[src/rtl/mfcc_pkg.sv]
// Shared types and defaults for the MFCC front-end frame sequencing logic.
package mfcc_pkg;

    localparam int unsigned FRAME_IDX_WIDTH_DEF = 16;
    localparam int unsigned TIMEOUT_CYCLES_DEF  = 1024;

    typedef enum logic [2:0] {
        StIdle,
        StWaitFrame,
        StWaitDs,
        StHamming,
        StMove,
        StFinish
    } seq_state_e;

endpackage

[src/rtl/seq_watchdog.sv]
// Cycle-count watchdog: counts while start is high, raises expired on the
// TIMEOUT_CYCLES-th counted cycle, and restarts from zero whenever clear is high.
module seq_watchdog
    import mfcc_pkg::*;
#(
    parameter int unsigned TIMEOUT_CYCLES = TIMEOUT_CYCLES_DEF
) (
    input  logic clk,
    input  logic rst_n,
    input  logic start,
    input  logic clear,
    output logic expired
);

    localparam int unsigned CntW = $clog2(TIMEOUT_CYCLES + 1);

    logic [CntW-1:0] cnt_q;

    // Expiry is flagged combinationally so the sequencer can act on the same edge.
    assign expired = start && (cnt_q == CntW'(TIMEOUT_CYCLES - 1));

    // Cycle counter; holds once expired so it never wraps.
    always_ff @(posedge clk or negedge rst_n) begin
        if (!rst_n) begin
            cnt_q <= '0;
        end else if (clear) begin
            cnt_q <= '0;
        end else if (start && !expired) begin
            cnt_q <= cnt_q + 1'b1;
        end
    end

endmodule

[src/rtl/frame_sequencer.sv]
// Frame sequencer: hands complete frames from the window buffer to the hamming
// stage when downstream is ready, then releases the window buffer for the next move.
// Optional watchdog on the hamming stage: define FRAME_SEQ_WATCHDOG_EN.
module frame_sequencer
    import mfcc_pkg::*;
#(
    parameter int unsigned FRAME_IDX_WIDTH = FRAME_IDX_WIDTH_DEF,
    parameter int unsigned TIMEOUT_CYCLES  = TIMEOUT_CYCLES_DEF
) (
    input  logic                       clk,
    input  logic                       rst_n,
    input  logic                       enable_i,
    input  logic [FRAME_IDX_WIDTH-1:0] frame_limit_i,
    input  logic                       win_ready_i,
    input  logic                       win_idle_i,
    output logic                       win_move_o,
    input  logic                       ds_ready_i,
    output logic                       ham_start_o,
    input  logic                       ham_done_i,
    output logic [FRAME_IDX_WIDTH-1:0] frame_idx_o,
    output logic                       busy_o,
    output logic                       done_o,
    output logic                       timeout_o
);

    seq_state_e                 state_q, state_d;
    logic                       pend_q, pend_d;
    logic [FRAME_IDX_WIDTH-1:0] idx_q, idx_d;
    logic [FRAME_IDX_WIDTH-1:0] limit_q, limit_d;
    logic                       start_q, start_d;
    logic                       move_q, move_d;
    logic                       done_q, done_d;
    logic                       busy_q, busy_d;

`ifdef FRAME_SEQ_WATCHDOG_EN
    logic timeout_q, timeout_d;
    logic wd_expired;

    seq_watchdog #(
        .TIMEOUT_CYCLES(TIMEOUT_CYCLES)
    ) u_seq_watchdog (
        .clk    (clk),
        .rst_n  (rst_n),
        .start  (state_q == StHamming),
        .clear  (state_q != StHamming),
        .expired(wd_expired)
    );

    assign timeout_o = timeout_q;
`else
    logic unused_timeout_cfg;
    assign unused_timeout_cfg = |TIMEOUT_CYCLES;
    assign timeout_o = 1'b0;
`endif

    // Next-state and registered-output decode.
    always_comb begin
        state_d   = state_q;
        idx_d     = idx_q;
        limit_d   = limit_q;
        start_d   = 1'b0;
        move_d    = 1'b0;
        done_d    = done_q;
`ifdef FRAME_SEQ_WATCHDOG_EN
        timeout_d = timeout_q;
`endif
        unique case (state_q)
            StIdle: begin
                if (enable_i) begin
                    state_d = StWaitFrame;
                    idx_d   = '0;
                    done_d  = 1'b0;
                    limit_d = frame_limit_i;
                end
            end
            StWaitFrame: begin
                if (!enable_i) begin
                    state_d = StIdle;
                end else if (pend_q) begin
                    state_d = StWaitDs;
                end
            end
            StWaitDs: begin
                if (ds_ready_i) begin
                    start_d = 1'b1;
                    state_d = StHamming;
                end
            end
            StHamming: begin
                if (ham_done_i) begin
                    idx_d = idx_q + 1'b1;
                    if ((limit_q != '0) && (idx_d == limit_q)) begin
                        state_d = StFinish;
                        done_d  = 1'b1;
                    end else if (!enable_i) begin
                        state_d = StIdle;
                    end else begin
                        state_d = StMove;
                    end
`ifdef FRAME_SEQ_WATCHDOG_EN
                end else if (wd_expired) begin
                    timeout_d = 1'b1;
                    state_d   = StIdle;
`endif
                end
            end
            StMove: begin
                if (win_idle_i) begin
                    move_d  = 1'b1;
                    state_d = StWaitFrame;
                end
            end
            StFinish: begin
                if (!enable_i) begin
                    state_d = StIdle;
                end
            end
            default: state_d = StIdle;
        endcase

        // A ready pulse coinciding with the start clears-and-resets the flag.
        pend_d = win_ready_i | (pend_q & ~start_d);
        busy_d = (state_d != StIdle) && (state_d != StFinish);
    end

    // State and registered outputs.
    always_ff @(posedge clk or negedge rst_n) begin
        if (!rst_n) begin
            state_q   <= StIdle;
            pend_q    <= 1'b0;
            idx_q     <= '0;
            limit_q   <= '0;
            start_q   <= 1'b0;
            move_q    <= 1'b0;
            done_q    <= 1'b0;
            busy_q    <= 1'b0;
`ifdef FRAME_SEQ_WATCHDOG_EN
            timeout_q <= 1'b0;
`endif
        end else begin
            state_q   <= state_d;
            pend_q    <= pend_d;
            idx_q     <= idx_d;
            limit_q   <= limit_d;
            start_q   <= start_d;
            move_q    <= move_d;
            done_q    <= done_d;
            busy_q    <= busy_d;
`ifdef FRAME_SEQ_WATCHDOG_EN
            timeout_q <= timeout_d;
`endif
        end
    end

    assign ham_start_o = start_q;
    assign win_move_o  = move_q;
    assign frame_idx_o = idx_q;
    assign busy_o      = busy_q;
    assign done_o      = done_q;

endmodule
[config.mk]
export PLATFORM = sky130hd
export DESIGN_NAME = frame_sequencer
export DESIGN_NICKNAME = d
export VERILOG_FILES = /design/src/rtl/mfcc_pkg.sv /design/src/rtl/seq_watchdog.sv /design/src/rtl/frame_sequencer.sv
export SDC_FILE = /design/constraint.sdc
export NUM_CORES = 1
export LEC_CHECK = 0
export CAP_MARGIN = 20
export CORE_MARGIN = 2
export CORE_UTILIZATION = 45
export DETAILED_ROUTE_END_ITERATION = 16
export PLACE_DENSITY = 0.7
export SKIP_CTS_REPAIR_TIMING = 1
export SLEW_MARGIN = 25
export SYNTH_ARGS = -nofsm -noshare
export SYNTH_HDL_FRONTEND = slang
export SYNTH_SLANG_ARGS = --single-unit
[constraint.sdc]
create_clock -name clk -period 6.2 [get_ports clk]
set_input_delay 1.24 -clock clk [delete_from_list [all_inputs] [get_ports clk]]
set_output_delay 1.24 -clock clk [all_outputs]
set_load 0.02 [all_outputs]
==> flow_summary.yaml <==
synthesis:
  ys_async_sr_fraction: 1.00
  syn_inst: 293
  synth_top_family_by_area: "simple AND/OR/NAND/NOR gates"
  synthDistinctLibCells: 48
  synth_compound_area_frac: 0.148
  synth_fa_ha_area_frac: 0.00518
  ys.flop_type: "dfrtp_1"
  synthSimpleGateAreaFrac: 0.321
  yosys_warnings: 0
  synth_xor_area_frac: 0.0652
  seq_area_frac_synth: 0.414
  ys_seq_elements: 40
  synth_mux_area_frac: 0
  synth_nets: 317
  synth_area_sq_um: 2420
  synth_area_per_cell_sq_um: 8.25
  synth_edf_count: 0
cells_and_area:
  post-route-cell-area_sq_um: 2940
  num_antenna_cells: 0
  area_growth_pct: 21.4
  nNetsFinal: 347
  drive_gt1_frac: 0.0743
  fill_cells: 487
power:
  power_density_nw_per_um2: 332
  worst_ir_drop_vdd_mv: 0.225
  power_leakage_nw: 1.25
floorplan:
  ios: 44
  start_util: 0.470
  core-area_sq_um: 5140
  die_h_um: 77.3
  die_width_um: 77.3
  die-area_sq_um: 5970
  rows: 26
worst_hold_path:
  worstHoldPathType: "reg2reg"
  worstHoldStart: "pend_q"
  worst_hold_path.num_cells: 1
  hold_end: "pend_q"
detailed_routing:
  dr_total_vias: 2189
  drc: 0
  antenna_left: 0
  drt_iter0_markers: 224
  drt-total-wl_um: 5690
  detail_route.wl_per_cell_um: 14.5
  dr.pass1.iters: 4
  viasPerCell: 5.57
worst_setup_path:
  path_max_fanout: 21
  r2r_start: "frame_idx_o[4]"
  r2r_end: "busy_o"
  crit_buf_inv: 1
  crit_slowest_cell: "nand3b_1"
  critPathArrivalTime_ns: 3.08
  reg2reg_depth: 6
  ff2ff_setup_slack_ns: 3.81
  crit_type: "in2reg"
  required_ns: 6.38
  cp_top_family: "simple AND/OR/NAND/NOR gates"
  crit_chain: "clkdlybuf4s50_1 -> nand3b_1 -> nand4_1 -> or3_1 -> o31a_1"
  cp_slowest_stage_delay_ns: 0.63
  end_kind: "flip-flop"
  cp-start-kind: "input port"
clock_tree:
  ctsHtreeMaxLevel: 2
  clk_pin_slew_ns: 0.07
  cts_root_buf: "clkbuf_8"
  clk_path_buf_depth: 2
  clk_latency_ns: 0.30
  cts_tree: "built"
  clkSinkCount: 40
  numCtsBuffers: 5
grt:
  antenna_found_initial: 0
  grt_pass1_wl_um: 9710
  overflow: 0
  grt_max_degree: 41
  grt_use_total: 0.203
  grt_pass1_vias: 2007
timing:
  slew_headroom: 0.407
  grt_setup_unrepaired: "false"
  skew_ns: 0.00730
  tightest_slew_ns: 0.890
  hold_viol: 0
  period_share: 0.468
  slew_violations: 0
  timing.fmax_ghz: 0.345
  final.setup.worst_slack_ns: 3.30
  finalCriticalPeriod_ns: 2.90
  finalSetupViolCount: 0
  fin_tns_setup_ns: 0
placed_design:
  routabilityCongestion: 0.852
  dp_hpwl_um: 4050
  place_area_sq_um: 2840
  dp_slack_ns: 3.00
  port_buffers: 42
job:
  drv_cap: 0
status:
  status: "finished clean"
Yosys cell counts (2+ instances only):
cell type,instances,area share
a31oi_1,2,0.0052
and3_2,2,0.0062
or3_1,2,0.0052
buf_2,8,0.017
nand3_2,2,0.0083
inv_1,5,0.0078
o21ai_0,29,0.060
nor4_2,2,0.010
o211ai_1,2,0.0062
nand3_1,15,0.031
nor2_1,19,0.030
dfrtp_1,40,0.41
a21oi_1,9,0.019
nor4_1,6,0.016
and3_1,6,0.016
nor2b_1,2,0.0052
nand2_1,69,0.11
nor3_1,6,0.012
nand3b_1,3,0.0093
clkbuf_1,11,0.017
xor2_1,8,0.029
a211o_1,2,0.0072
o31ai_1,3,0.0093
xnor2_1,10,0.036
nand4_1,7,0.018
layout make-up:
cell class | count | area (sq um) | area share
sequential | 40 | 1000 | 0.341
timing repair buffer | 43 | 423 | 0.144
multi-input combinational | 228 | 1310 | 0.446
tap | 70 | 87.6 | 0.0298
inverter | 5 | 18.8 | 0.00639
clock buffer | 7 | 96.3 | 0.0328
cells by family (layout without fill, tap and decap cells):
kind of cell / after synthesis / count (layout)
and+or+nand+nor: 150 / 150
AOI/OAI and AO/OA: 58 / 58
DFF: 40 / 40
buffers and inverters: 25 / 55
xor gates and xnor gates: 18 / 18
adders and majority gates: 1 / 1
other: 1 / 1
report_power, final:
| group | total, W | switching (W) | leakage (nW) | internal (W) |
|---|---|---|---|---|
| clock network | 0.000191 | 0.0000914 | 0.0503 | 0.0000992 |
| registers | 0.000426 | 0.0000947 | 0.520 | 0.000331 |
| logic | 0.000359 | 0.000200 | 0.680 | 0.000159 |
layer usage:
| metal | wire length [um] | vias to the layer above | GRT usage |
|---|---|---|---|
| met5 | 0 | - | 0 |
| met4 | 105 | 0 | 0.0857 |
| met3 | 292 | 9 | 0.0341 |
| met2 | 2640 | 68 | 0.300 |
| met1 | 2650 | 1022 | 0.292 |
| li1 | - | 1090 | - |
worst max-delay path by stage:
stage / cells past startpoint / startpoint / end / slack (ns)
after floorplan: 5 / enable_i / frame_idx_o[4] / 3.81
after CTS: 5 / ham_done_i / frame_idx_o[4] / 3.28
after detailed placement: 5 / enable_i / busy_o / 3.00
final: 5 / enable_i / busy_o / 3.30
after global routing: 5 / ham_done_i / frame_idx_o[11] / 3.17
after global placement: 5 / enable_i / busy_o / 3.11
through the flow:
stage	total power, W	hold WS (ns)	std cells	util
after floorplan	0.000671	0.473	293	-
after global placement	0.000779	0.501	386	0.552
after detailed placement	0.000787	0.502	386	0.552
after CTS	0.000980	0.519	393	0.571
after global routing	0.00105	0.551	393	0.571
final	0.000975	0.514	393	0.571
cells in the final DEF, fill, tap and decap left out, drive strengths merged, types with 2 or more instances in the layout:
cell type and instances:
nand3 18, a21oi 9, clkbuf 7, a31oi 2, nor4 8, inv 5
and3 8, nand3b 3, o211ai 2, dfrtp 40, nor2b 2, o21ai 29
buf 2, or3 2, xor2 8, nor3 7, xnor2 10, nand4 8
nand2 69, clkdlybuf4s50 41, o31ai 3, nor2 19, a211o 3
flip-flops by register name, indices dropped and copies added (netlist names):
signal,count
state_q,3
pend_q,1
done_o,1
limit_q,16
win_move_o,1
frame_idx_o,16
ham_start_o,1
busy_o,1
Power figures use the tool's default switching activity.
